<file path="config.mk">
export PLATFORM = sky130hd
export DESIGN_NAME = rr_arbiter_8
export DESIGN_NICKNAME = d
export VERILOG_FILES = /design/src/rtl/arb_pkg.sv /design/src/rtl/onehot_enc_8to3.sv /design/src/rtl/rr_arbiter_8.sv
export SDC_FILE = /design/constraint.sdc
export NUM_CORES = 1
export LEC_CHECK = 0
export CAP_MARGIN = 40
export CORE_ASPECT_RATIO = 1.75
export CORE_MARGIN = 2
export CORE_UTILIZATION = 55
export DETAILED_ROUTE_END_ITERATION = 8
export GPL_ROUTABILITY_DRIVEN = 0
export GPL_TIMING_DRIVEN = 0
export PLACE_DENSITY_LB_ADDON = 0.1
export SYNTH_ARGS = -nofsm -noshare
export SYNTH_HDL_FRONTEND = slang
export SYNTH_SLANG_ARGS = --single-unit
export TNS_END_PERCENT = 10
</file>
<file path="constraint.sdc">
create_clock -name clk -period 9.8 [get_ports clk]
set_input_delay 0.98 -clock clk [delete_from_list [all_inputs] [get_ports clk]]
set_output_delay 0.98 -clock clk [all_outputs]
set_load 0.01 [all_outputs]
</file>
<file path="src/rtl/arb_pkg.sv">
// Shared widths, arbiter state encoding and the rotate helper used by the round-robin search.
// Purely declarative: no logic, no latency, no flow control.
package arb_pkg;

    localparam int N_REQ = 8;
    localparam int IDX_W = 3;

    typedef enum logic {
        IDLE  = 1'b0,
        OWNED = 1'b1
    } arb_state_t;

    // Bit j of the result is v[(j + amt) mod N_REQ], so the requester at 'amt' lands in bit 0.
    function automatic logic [N_REQ-1:0] rotr(input logic [N_REQ-1:0] v,
                                              input logic [IDX_W-1:0] amt);
        logic [2*N_REQ-1:0] w_dbl;
        w_dbl = {v, v} >> amt;
        return w_dbl[N_REQ-1:0];
    endfunction

endpackage

</file>
<file path="src/rtl/onehot_enc_8to3.sv">
// One-hot to binary encoder; combinational, zero latency, no flow control.
// Input must be one-hot or zero; zero encodes to index 0.
module onehot_enc_8to3
    import arb_pkg::*;
(
    input  logic [N_REQ-1:0] i_onehot,
    output logic [IDX_W-1:0] o_idx
);

    always_comb begin
        o_idx = '0;
        for (int k = 0; k < N_REQ; k++) begin
            if (i_onehot[k]) begin
                o_idx = o_idx | IDX_W'(k);
            end
        end
    end

endmodule

</file>
<file path="src/rtl/rr_arbiter_8.sv">
// Eight-way round-robin arbiter with owner lock and hold-time limit; grant visible 1 cycle after req.
// No backpressure: an owner keeps the grant until it drops req or MAX_HOLD cycles elapse.
module rr_arbiter_8
    import arb_pkg::*;
#(
    parameter int MAX_HOLD = 16
) (
    input  logic             clk,
    input  logic             rst,
    input  logic [N_REQ-1:0] req,
    output logic [N_REQ-1:0] gnt,
    output logic [IDX_W-1:0] gnt_idx,
    output logic             gnt_valid
);

    localparam logic [7:0] HOLD_LAST = 8'(MAX_HOLD - 1);

    arb_state_t       r_state;
    arb_state_t       w_state_nxt;
    logic [IDX_W-1:0] r_owner;
    logic [IDX_W-1:0] w_owner_nxt;
    logic [IDX_W-1:0] r_last;
    logic [IDX_W-1:0] w_last_nxt;
    logic [7:0]       r_hold_cnt;
    logic [7:0]       w_hold_nxt;
    logic [N_REQ-1:0] r_gnt;
    logic [N_REQ-1:0] w_gnt_nxt;
    logic [IDX_W-1:0] r_gnt_idx;
    logic [IDX_W-1:0] w_idx_nxt;
    logic             r_gnt_valid;
    logic             w_vld_nxt;

    logic [IDX_W-1:0] w_start;
    logic [IDX_W-1:0] w_pick;
    logic [IDX_W-1:0] w_win;
    logic [N_REQ-1:0] w_rot;
    logic [N_REQ-1:0] w_win_oh;
    logic             w_found;
    logic             w_arb;

    // Search starts one past the last winner; while OWNED, last == owner, so the owner comes last.
    assign w_start = r_last + 3'd1;
    assign w_rot   = rotr(req, w_start);

    always_comb begin
        w_pick  = '0;
        w_found = 1'b0;
        for (int j = N_REQ - 1; j >= 0; j--) begin
            if (w_rot[j]) begin
                w_pick  = IDX_W'(j);
                w_found = 1'b1;
            end
        end
    end

    assign w_win    = w_start + w_pick;
    assign w_win_oh = {{(N_REQ-1){1'b0}}, 1'b1} << w_win;

    always_comb begin
        w_state_nxt = r_state;
        w_owner_nxt = r_owner;
        w_last_nxt  = r_last;
        w_hold_nxt  = r_hold_cnt;
        w_gnt_nxt   = r_gnt;
        w_vld_nxt   = r_gnt_valid;
        w_arb       = 1'b0;

        case (r_state)
            IDLE: begin
                w_arb = 1'b1;
            end
            OWNED: begin
                // Release and timeout share the same re-arbitration; release wins if both hold.
                if (!req[r_owner] || (r_hold_cnt == HOLD_LAST)) begin
                    w_arb = 1'b1;
                end else begin
                    w_hold_nxt = r_hold_cnt + 8'd1;
                end
            end
        endcase

        if (w_arb) begin
            w_hold_nxt = 8'd0;
            if (w_found) begin
                w_state_nxt = OWNED;
                w_owner_nxt = w_win;
                w_last_nxt  = w_win;
                w_gnt_nxt   = w_win_oh;
                w_vld_nxt   = 1'b1;
            end else begin
                w_state_nxt = IDLE;
                w_gnt_nxt   = '0;
                w_vld_nxt   = 1'b0;
            end
        end
    end

    onehot_enc_8to3 u_enc (
        .i_onehot (w_gnt_nxt),
        .o_idx    (w_idx_nxt)
    );

    always_ff @(posedge clk or posedge rst) begin
        if (rst) begin
            r_state     <= IDLE;
            r_owner     <= '0;
            r_last      <= 3'd7;
            r_hold_cnt  <= 8'd0;
            r_gnt       <= '0;
            r_gnt_idx   <= '0;
            r_gnt_valid <= 1'b0;
        end else begin
            r_state     <= w_state_nxt;
            r_owner     <= w_owner_nxt;
            r_last      <= w_last_nxt;
            r_hold_cnt  <= w_hold_nxt;
            r_gnt       <= w_gnt_nxt;
            r_gnt_idx   <= w_idx_nxt;
            r_gnt_valid <= w_vld_nxt;
        end
    end

    assign gnt       = r_gnt;
    assign gnt_idx   = r_gnt_idx;
    assign gnt_valid = r_gnt_valid;

endmodule

</file>
==> run_results.csv <==
group,metric,value,unit
status,status,"completed",
clocking,cts_buffer_depth,2,
floorplan,initial_utilization,56.5,%
finish,num_antenna_cells,0,
synth,synth.most_common_cell,"dfrtp_1",
synth,synth_common_cells,"dfrtp_1 (23), nor2_1 (17), nand2_1 (15)",
floorplan,die_h,78.7,µm
placed_design,io_buffers,21,
critical_path,cp.arrival,4280,ps
synth,synth_top_flop_cell,"dfrtp_1",
sta,min_period,4130,ps
synth,synthMuxAreaShare,19.4,%
synth,synthSimpleGateAreaFrac,15.1,%
critical_path,path_cells,"clkdlybuf4s50_1 -> mux4_2 -> nor3b_1 -> o21ai_0 -> and3b_1 -> o32ai_1 -> ha_1 -> inv_1 -> fa_1 -> inv_1 -> o41ai_2",
sta,rsz0062_at_grt,"false",
clocking,post_cts_buffers,0,
synth,yosysTopAreaCell,"dfrtp_1",
detailed_routing,drcViolationCount,0,
floorplan,core,3110,µm²
global_routing,overflow,0,
detailed_routing,dr_total_vias,1390,
global_routing,grt_pass1_wl,6770,µm
critical_path,slowest_delay,680,ps
critical_path,r2r_cells,13,
critical_path,reg2reg_from,"r_last[0]$_DFFE_PP1P_",
min_path,holdPathEnd,"r_hold_cnt[0]$_DFFE_PP0P_",
global_routing,grt_max_degree,18,
global_routing,track_usage,25.0,%
flow_run,max_cap_viol_count,0,
finish,syn_to_final_growth,19.2,%
clocking,post_cts_resized,0,
floorplan,io-pin-count,22,
detailed_routing,routed_wl,4020,µm
synth,synth_edf_count,0,
synth,synth-xor-area-share,4.99,%
critical_path,r2r_slack,5850,ps
detailed_routing,vias_per_cell,6.21,
global_routing,grt_pass1_vias,1466,
clocking,cts.sinks,26,
sta,clock.fmax,242,MHz
clocking,cts-buffers-inserted,3,
sta,fin_worst_skew,6.26,ps
min_path,hp-class,"register to register",
synth,syn_area_per_cell,11.3,µm²
clocking,cts_tree,"yes",
sta,min_period_over_period,42.1,%
synth,synth_top_family_by_area,"multiplexers",
critical_path,path_class,"input pin to register",
synth,syn-instance-count,155,
min_path,holdCritStartpoint,"r_hold_cnt[0]$_DFFE_PP0P_",
synth,yosysWarnings,0,
sta,slew_violations,0,
clocking,clkSlewWorstSetupHoldPaths,80,ps
clocking,cts_hold_buf,0,
detailed_routing,dr.first_iter.drc_count,46,
detailed_routing,ant_nets,0,
floorplan,die-area,3680,µm²
sta,final-setup-viol-count,0,
global_routing,antenna_found_initial,0,
critical_path,start_kind,"input pin",
sta,hold_viol,0,
critical_path,crit_path_end_kind,"register",
critical_path,worst-path-max-fanout,8,
floorplan,rows,27,
synth,syn-num-nets,169,
synth,synth_fa_ha_area_share,3.92,%
min_path,hold_depth,1,
clocking,worstSkewPairLatency,260,ps
finish,nets,196,
sta,tns,0,ps
synth,seq_area_frac_synth,37.3,%
clocking,h-tree-depth,1,
synth,yosysTopAreaCellShare,32.8,%
critical_path,slowest_stage,"fa_1",
floorplan,die_w,46.7,µm
sta,worst_pin_slew,473,ps
synth,synthTopCellsByArea,"dfrtp_1 (33%), mux4_2 (13%), dfstp_2 (4.5%), mux2i_1 (4.0%), nor2_1 (3.6%)",
clocking,root_buffer,"clkbuf_8",
finish,drive_above_1_share,19.9,%
synth,synth_cell_types,47,
critical_path,r2r-end,"gnt[4]$_DFF_PP0_",
critical_path,crit_top_cell,"inv_1",
placed_design,dp_hpwl,3070,µm
synth,syn_area,1760,µm²
synth,ys_ff_latch,26,
sta,maxSlewHeadroom,68.5,%
synth,synth-async-reset-ratio,100,%
detailed_routing,wire_per_inst,17.9,µm
critical_path,required,9950,ps
detailed_routing,first_pass_iters,4,
synth,synth_compound_area_share,14.6,%
## worst max path at each step
| stage | start | endpoint | slack (ps) | cells past startpoint |
|---|---|---|---|---|
| final | req[2] | gnt[4]$_DFF_PP0_ | 5670 | 11 |
| after global routing | req[4] | gnt[4]$_DFF_PP0_ | 5510 | 11 |
| after CTS | req[4] | gnt[4]$_DFF_PP0_ | 5700 | 11 |
| after detailed placement | req[4] | gnt[4]$_DFF_PP0_ | 5440 | 11 |
| after global placement | req[0] | gnt[4]$_DFF_PP0_ | 5560 | 11 |
| after floorplan | r_last[0]$_DFFE_PP1P_ | gnt[4]$_DFF_PP0_ | 6350 | 13 |
## cells by family (layout without fill, tap and decap cells)
family,after synthesis,in the layout
and+or+nand+nor,51,51
adders and majority gates,5,5
xor gates and xnor gates,10,10
muxes,21,21
buffers and inverters,13,39
AOI/OAI and AO/OA,29,29
DFF,26,26
## metrics by stage
stage          cell area (µm²)  std cells  hold slack (ps)  setup WS, ps  util (%)
3_3_place_gp              2020        219              447          5560      65.0
2_1_floorplan             1760        155              432          6350         -
3_5_place_dp              2050        220              467          5440      65.9
6_report                  2090        224              473          5670      67.3
5_1_grt                   2090        224              484          5510      67.3
4_1_cts                   2090        224              482          5700      67.3
## cells in the final DEF, fill, tap and decap left out, types with 2 or more instances in the layout
cell             count
a32o_1               2
xor2_1               5
o211ai_1             2
nand3_2              2
dfstp_2              3
o41ai_2              2
o21ai_1              2
xnor2_1              5
a21o_1               3
clkdlybuf4s50_1     21
nor2_1              17
nand2_1             15
nor4_1               3
inv_1                6
o22ai_1              2
clkbuf_1             3
o31ai_2              2
mux2i_1              7
clkbuf_8             3
ha_1                 3
buf_6                4
mux4_2              10
a22o_1               2
o21ai_0              4
dfrtp_1             23
mux2_2               3
nand3_1              3
a21oi_1              2
## registers in the layout (all words and copies together) (netlist names)
| name | flops |
|---|---|
| gnt_idx | 3 |
| r_owner | 3 |
| r_hold_cnt | 8 |
| r_last | 3 |
| gnt | 8 |
| gnt_valid | 1 |
## critical path: cells and delay by family
kind	cells	cell delay [ps]
compound gates	3	610
buf+inv	3	790
fa+ha+maj	2	900
mux	1	550
simple gates	2	420
## layer usage
| layer | GRT usage (%) | routed length, µm | part of all wire [%] |
|---|---|---|---|
| met5 | 0 | 0 | 0 |
| met4 | 9.44 | 96 | 2.4 |
| met3 | 2.05 | 166 | 4.1 |
| met2 | 46.8 | 2260 | 56 |
| met1 | 27.2 | 1490 | 37 |
## area by class of cell
| class | instances | area (µm²) |
|---|---|---|
| plain buffers | 7 | 60.1 |
| fillers | 257 | 1020 |
| well taps | 43 | 53.8 |
| flip-flops and latches | 26 | 654 |
| multi-input cells | 116 | 1020 |
| repair buffers | 22 | 238 |
| clock buffers | 4 | 45.0 |
| inverters | 6 | 22.5 |
Power is not shown: default switching activity piles up to over one toggle a cycle in this logic, so the estimate is an artifact.
